`src/rtl/uart_tx_arbiter.sv`:
```
// uart_tx_arbiter: message-granular round-robin arbiter in front of an 8N1 serializer.
// A grant is held until a last byte, MaxHold bytes, or IdleTimeout idle clocks.
module uart_tx_arbiter #(
    parameter int unsigned NumReq         = 2,
    parameter int unsigned ClockFrequency = 30_000_000,
    parameter int unsigned BaudRate       = 921_600,
    parameter int unsigned MaxHold        = 64,
    parameter int unsigned IdleTimeout    = 256
) (
    input  logic                clk_i,
    input  logic                rst_i,
    input  logic [NumReq-1:0]   req_valid_i,
    input  logic [NumReq*8-1:0] req_data_i,
    input  logic [NumReq-1:0]   req_last_i,
    output logic [NumReq-1:0]   req_ready_o,
    output logic [NumReq-1:0]   grant_o,
    output logic                tx_o,
    output logic                busy_o
);
    localparam int unsigned ClksPerBit = ClockFrequency / BaudRate;
    localparam int unsigned BaudW      = $clog2(ClksPerBit);
    localparam int unsigned IdxW       = $clog2(NumReq);
    localparam int unsigned ByteW      = $clog2(MaxHold + 1);
    localparam int unsigned IdleW      = $clog2(IdleTimeout + 1);

    typedef enum logic [1:0] {StIdle, StStart, StData, StStop} state_e;

    state_e            st_q, st_d;
    logic [IdxW-1:0]   owner_q, owner_d;
    logic [IdxW-1:0]   rr_q, rr_d;
    logic              owned_q, owned_d;
    logic [NumReq-1:0] grant_q, grant_d;
    logic [7:0]        byte_q, byte_d;
    logic              last_q, last_d;
    logic [2:0]        bit_q, bit_d;
    logic [BaudW-1:0]  baud_q, baud_d;
    logic [ByteW-1:0]  nbytes_q, nbytes_d;
    logic [IdleW-1:0]  idle_q, idle_d;
    logic              tx_q, tx_d;

    logic [NumReq-1:0] ready;
    logic              found;
    logic [IdxW-1:0]   pick;
    logic [IdxW-1:0]   cand;
    logic [IdxW-1:0]   sel;
    logic [IdxW-1:0]   owner_inc;
    logic              accept;
    logic              baud_end;
    logic              rel;

    // Round-robin search: first valid requester at or after the rr pointer, wrapping.
    always_comb begin
        found = 1'b0;
        pick  = rr_q;
        cand  = '0;
        for (int unsigned i = 0; i < NumReq; i++) begin
            cand = IdxW'((32'(rr_q) + i) % NumReq);
            if (!found && req_valid_i[cand]) begin
                found = 1'b1;
                pick  = cand;
            end
        end
    end

    // Next-state logic for arbitration, grant bookkeeping and the serializer.
    always_comb begin
        st_d      = st_q;
        owner_d   = owner_q;
        rr_d      = rr_q;
        owned_d   = owned_q;
        grant_d   = grant_q;
        byte_d    = byte_q;
        last_d    = last_q;
        bit_d     = bit_q;
        baud_d    = baud_q;
        nbytes_d  = nbytes_q;
        idle_d    = idle_q;
        tx_d      = tx_q;
        ready     = '0;
        rel       = 1'b0;
        owner_inc = (owner_q == IdxW'(NumReq - 1)) ? '0 : owner_q + IdxW'(1);
        baud_end  = (baud_q == BaudW'(ClksPerBit - 1));
        // While owned only the owner is eligible.
        sel       = owned_q ? owner_q : pick;
        accept    = owned_q ? req_valid_i[owner_q] : found;

        unique case (st_q)
            StIdle: begin
                if (accept) begin
                    ready[sel] = 1'b1;
                    byte_d     = req_data_i[32'(sel) * 8 +: 8];
                    last_d     = req_last_i[sel];
                    idle_d     = '0;
                    st_d       = StStart;
                    tx_d       = 1'b0;
                    baud_d     = '0;
                    bit_d      = '0;
                    if (!owned_q) begin
                        owner_d    = pick;
                        owned_d    = 1'b1;
                        grant_d    = '0;
                        grant_d[pick] = 1'b1;
                        nbytes_d   = ByteW'(1);
                    end else begin
                        nbytes_d = nbytes_q + ByteW'(1);
                    end
                end else if (owned_q) begin
                    if (idle_q == IdleW'(IdleTimeout - 1)) begin
                        rel = 1'b1;
                    end else begin
                        idle_d = idle_q + IdleW'(1);
                    end
                end
            end
            StStart: begin
                if (baud_end) begin
                    baud_d = '0;
                    st_d   = StData;
                    tx_d   = byte_q[0];
                end else begin
                    baud_d = baud_q + BaudW'(1);
                end
            end
            StData: begin
                if (baud_end) begin
                    baud_d = '0;
                    if (bit_q == 3'd7) begin
                        st_d = StStop;
                        tx_d = 1'b1;
                    end else begin
                        bit_d = bit_q + 3'd1;
                        tx_d  = byte_q[bit_q + 3'd1];
                    end
                end else begin
                    baud_d = baud_q + BaudW'(1);
                end
            end
            StStop: begin
                if (baud_end) begin
                    baud_d = '0;
                    st_d   = StIdle;
                    rel    = last_q || (nbytes_q == ByteW'(MaxHold));
                end else begin
                    baud_d = baud_q + BaudW'(1);
                end
            end
            default: st_d = StIdle;
        endcase

        if (rel) begin
            owned_d = 1'b0;
            grant_d = '0;
            rr_d    = owner_inc;
            idle_d  = '0;
        end
    end

    // State registers with synchronous reset; reset truncates any frame in flight.
    always_ff @(posedge clk_i) begin
        if (rst_i) begin
            st_q     <= StIdle;
            owner_q  <= '0;
            rr_q     <= '0;
            owned_q  <= 1'b0;
            grant_q  <= '0;
            byte_q   <= '0;
            last_q   <= 1'b0;
            bit_q    <= '0;
            baud_q   <= '0;
            nbytes_q <= '0;
            idle_q   <= '0;
            tx_q     <= 1'b1;
        end else begin
            st_q     <= st_d;
            owner_q  <= owner_d;
            rr_q     <= rr_d;
            owned_q  <= owned_d;
            grant_q  <= grant_d;
            byte_q   <= byte_d;
            last_q   <= last_d;
            bit_q    <= bit_d;
            baud_q   <= baud_d;
            nbytes_q <= nbytes_d;
            idle_q   <= idle_d;
            tx_q     <= tx_d;
        end
    end

    // Ready is held low while reset is asserted so no byte is lost to a reset cycle.
    assign req_ready_o = rst_i ? '0 : ready;
    assign grant_o     = grant_q;
    assign tx_o        = tx_q;
    assign busy_o      = (st_q != StIdle);

endmodule
```
`config.mk`:
```
export PLATFORM = sky130hd
export DESIGN_NAME = uart_tx_arbiter
export DESIGN_NICKNAME = d
export VERILOG_FILES = /design/src/rtl/uart_tx_arbiter.sv
export SDC_FILE = /design/constraint.sdc
export NUM_CORES = 1
export LEC_CHECK = 0
export CORE_MARGIN = 10
export CORE_UTILIZATION = 25
export DETAILED_ROUTE_END_ITERATION = 7
export GPL_TIMING_DRIVEN = 0
export PLACE_DENSITY_LB_ADDON = 0.2
export SLEW_MARGIN = 25
export SYNTH_ARGS = -nofsm -noshare
export SYNTH_HDL_FRONTEND = slang
export SYNTH_SLANG_ARGS = --single-unit
```
`constraint.sdc`:
```
create_clock -name clk_i -period 2.1 [get_ports clk_i]
set_input_delay 0.63 -clock clk_i [delete_from_list [all_inputs] [get_ports clk_i]]
set_output_delay 0.63 -clock clk_i [all_outputs]
set_load 0.005 [all_outputs]
```
==> impl_metrics.csv <==
group,metric,value,unit
sta,fmax,485.0,MHz
route,drtAntennaViolNets,0,
setup_path,worst_ep_required_time,1470,ps
yosys,ys.flop_type,"dfxtp_1",
setup_path,cp_common_cell,"buf_6",
yosys,syn_nets,296,
yosys,synth_xor_area_frac,0.01901,
place,finalWeightedCongestion,0.7871,
clock_tree,htreeDepth,2,
clock_tree,clockBufferDepth,2,
place,dp_hpwl,4813,um
final_layout,n_antenna_cell,0,
die,die_x,116.0,um
yosys,synthMuxAreaShare,0.03639,
die,die_area,0.01345,mm^2
final_layout,final_util,0.3409,
sta,rsz0062_at_grt,"no",
yosys,synth-simple-area-share,0.2167,
setup_path,cp_slowest_cell,"o2111a_2",
sta,min_period,2062,ps
place,place_area,0.002699,mm^2
yosys,synth_area,0.002303,mm^2
route,viasPerCell,5.180,
setup_path,rrSetupSlack,110,ps
die,pin_count,28,
final_layout,finalInstanceArea,0.003017,mm^2
sta,finalSetupViolCount,0,
setup_path,cpLargestDelayFamily,"compound AO/OA/AOI/OAI gates",
clock_tree,clk_pin_slew_worst_paths,80,ps
setup_path,arrival,1430,ps
yosys,synth.most_common_cell,"dfxtp_1",
setup_path,path_cells,"buf_6, buf_6, nand2_2, o2111a_2, and2_4, buf_6",
setup_path,cp-start-kind,"input pin",
worst_hold_path,min-delay-start,"baud_q[4]$_SDFFE_PP0N_",
yosys,yosys.area_share.adder,0.06518,
yosys,ys_top_cells_by_area,"dfxtp_1 36%, ha_1 6.5%, a21oi_1 3.9%",
route,num_vias,2160,
route,dr.pass1.iters,5,
yosys,async_reset_ff_frac,0,
sta,hold_viol,0,
sta,tns,0,ps
grt,grt_pass1_vias,2151,
yosys,netlist.area_leader.share,0.3563,
place,portBuffers,26,
die,core.rowCount,34,
outcome,status,"finished, final reports clean",
clock_tree,cts_sinks,41,
worst_hold_path,min_path_cells,2,
yosys,synth_cells,262,
setup_path,cp.buffers_inverters,3,
setup_path,crit_fanout,2,
grt,grt_max_degree,13,
die,fp.dieH,116.0,um
sta,final-max-slew-violation-count,0,
route,wl,6585,um
final_layout,areaGrowthSynthToFinish,30.96,%
final_layout,final_nets,342,
setup_path,cpPeakStageDelay,290,ps
sta,worst_pin_slew,573.8,ps
yosys,synth_compound_area_frac,0.2531,
die,coreArea,0.008848,mm^2
pwr,leakage,1.054,nW
yosys,ys_seq_elements,41,
pwr,p_per_area,1107,mW/mm^2
yosys,yosysTopAreaCell,"dfxtp_1",
clock_tree,cts_buffers,5,
route,wl_per_cell,15.79,um
setup_path,critPathKind,"in2out",
yosys,synth_top_family_by_area,"compound AO/OA/AOI/OAI gates",
sta,period_share,0.9819,
setup_path,end_kind,"output pin",
final_layout,final_layout_size_suffix_gt1_frac,0.2330,
yosys,ys_seq_area_frac,0.3563,
clock_tree,clk-insertion-delay-late,300,ps
setup_path,r2r_end,"idle_q[1]$_SDFFE_PP0P_",
route,drc,0,
grt,antenna_found_initial,0,
clock_tree,cts_tree,"yes",
grt,grt_first_pass_wirelength,10810,um
grt,grt_usage,0.1004,
sta,finalClockSkew,5.573,ps
setup_path,worstReg2RegStart,"idle_q[0]$_SDFFE_PP0P_",
yosys,syn-mean-instance-area,8.792,um^2
clock_tree,root_buffer,"clkbuf_8",
grt,overflow,0,
pwr,irDropWorstVdd,0.3097,mV
setup_path,r2r.worst_path.cells,8,
sta,hold_slack,477.3,ps
sta,slew_headroom,0.6134,
yosys,yosysWarnings,0,
route,drt-initial-drc-count,115,
run,timing.max_cap.violations,0,
yosys,synth_edf_count,0,
yosys,yosys-top-cells-count,"41 x dfxtp_1, 20 x nand2_1, 18 x a21oi_1",
final_layout,fillers,961,
yosys,synth_cell_types,48,
die,initial_utilization,0.2603,
worst_hold_path,min_path_type,"reg2reg",
worst_hold_path,worstHoldEndpoint,"baud_q[4]$_SDFFE_PP0N_",
## sequential cells by signal, summed over array words and instances, names as in the netlist
register,count
tx_o,1
owned_q,1
bit_q,3
baud_q,5
grant_o,2
rr_q,1
st_q,2
idle_q,9
nbytes_q,7
owner_q,1
last_q,1
byte_q,8
## worst min-delay path, delay by kind of cell (launching register included)
| family | cells | cell delay, ps |
|---|---|---|
| flops | 1 | 320 |
| simple gates | 1 | 60 |
| compound gates | 1 | 60 |
## cells in the final DEF, fill, tap and decap left out, types with 3 or more instances in the layout
cell type / Yosys / final
a211oi_1: 7 / 7
a21oi_1: 18 / 18
a221o_1: 6 / 6
a221oi_1: 5 / 4
a221oi_2: 4 / 4
a222oi_1: 4 / 4
and2_1: 8 / 6
buf_4: 0 / 18
buf_6: 1 / 8
clkbuf_1: 9 / 5
clkbuf_2: 0 / 3
clkbuf_8: 0 / 6
clkdlybuf4s50_1: 0 / 21
dfxtp_1: 41 / 39
ha_1: 12 / 7
ha_2: 0 / 4
inv_1: 10 / 6
inv_2: 0 / 4
mux2i_1: 5 / 4
nand2_1: 20 / 18
nand2b_1: 7 / 6
nand3_1: 12 / 12
nand3b_1: 3 / 3
nand4_1: 4 / 4
nor2_1: 14 / 14
nor3_1: 7 / 7
o21ai_0: 8 / 6
o31ai_1: 7 / 7
or3_1: 6 / 6
or4_1: 5 / 5
xnor2_1: 4 / 4
## layer usage
metal | up-vias | wire, um | track usage
li1 | 1078 | - | -
met1 | 1035 | 3143 | 0.1311
met4 | 0 | 122 | 0.03920
met2 | 40 | 2947 | 0.1509
met3 | 7 | 372 | 0.03101
met5 | - | 0 | 0
## where the power goes
part	internal, W	switching (W)
clock	0.000231	0.000283
combinational	0.000828	0.000962
sequential	0.000922	0.000115
## layout make-up
type	count	area [um^2]	area share
Timing Repair Buffer	43	385.4	0.1277
Multi-Input combinational cell	193	1449	0.4803
Inverter	10	37.54	0.01244
Buffer	14	103.9	0.03443
Clock buffer	6	72.57	0.02406
Clock inverter	2	10.01	0.003318
Tap cell	108	135.1	0.04479
Sequential cell	41	823.3	0.2729
## logic make-up (layout without fill, tap and decap cells)
| logic type | after synthesis | count (layout) |
|---|---|---|
| AO/OA/AOI/OAI | 75 | 75 |
| XOR/XNOR | 5 | 5 |
| adder cells (fa/ha/maj) | 12 | 12 |
| buffers and inverters | 28 | 75 |
| flip-flops | 41 | 41 |
| multiplexers | 7 | 7 |
| AND/OR/NAND/NOR | 94 | 94 |
## timing repair
action                     CTS  global route
hold buffers                 0             0
buffers inserted            16             1
setup endpoints to repair   30            25
pin swaps                    3             4
resized for setup           52            15
## per-stage QoR
step	power (W)	worst slack, ps	instances
2_1_floorplan	0.002035	44.17	262
3_3_place_gp	0.002498	-1234	396
3_5_place_dp	0.002502	-1237	396
4_1_cts	0.003325	2.579	418
5_1_grt	0.003607	2.798	417
6_report	0.003340	38.04	417
## worst max-delay path by stage
stage	from	endpoint	slack, ps	cells past startpoint
after CTS	st_q[1]$_SDFFE_PP0P_	busy_o	3	6
after global routing	idle_q[0]$_SDFFE_PP0P_	idle_q[1]$_SDFFE_PP0P_	3	8
after detailed placement	req_valid_i[1]	req_ready_o[0]	-1240	7
after global placement	req_valid_i[1]	req_ready_o[0]	-1230	7
after floorplan	req_valid_i[1]	req_ready_o[0]	40	5
final	req_valid_i[1]	req_ready_o[0]	40	6
Power figures use the tool's default switching activity.
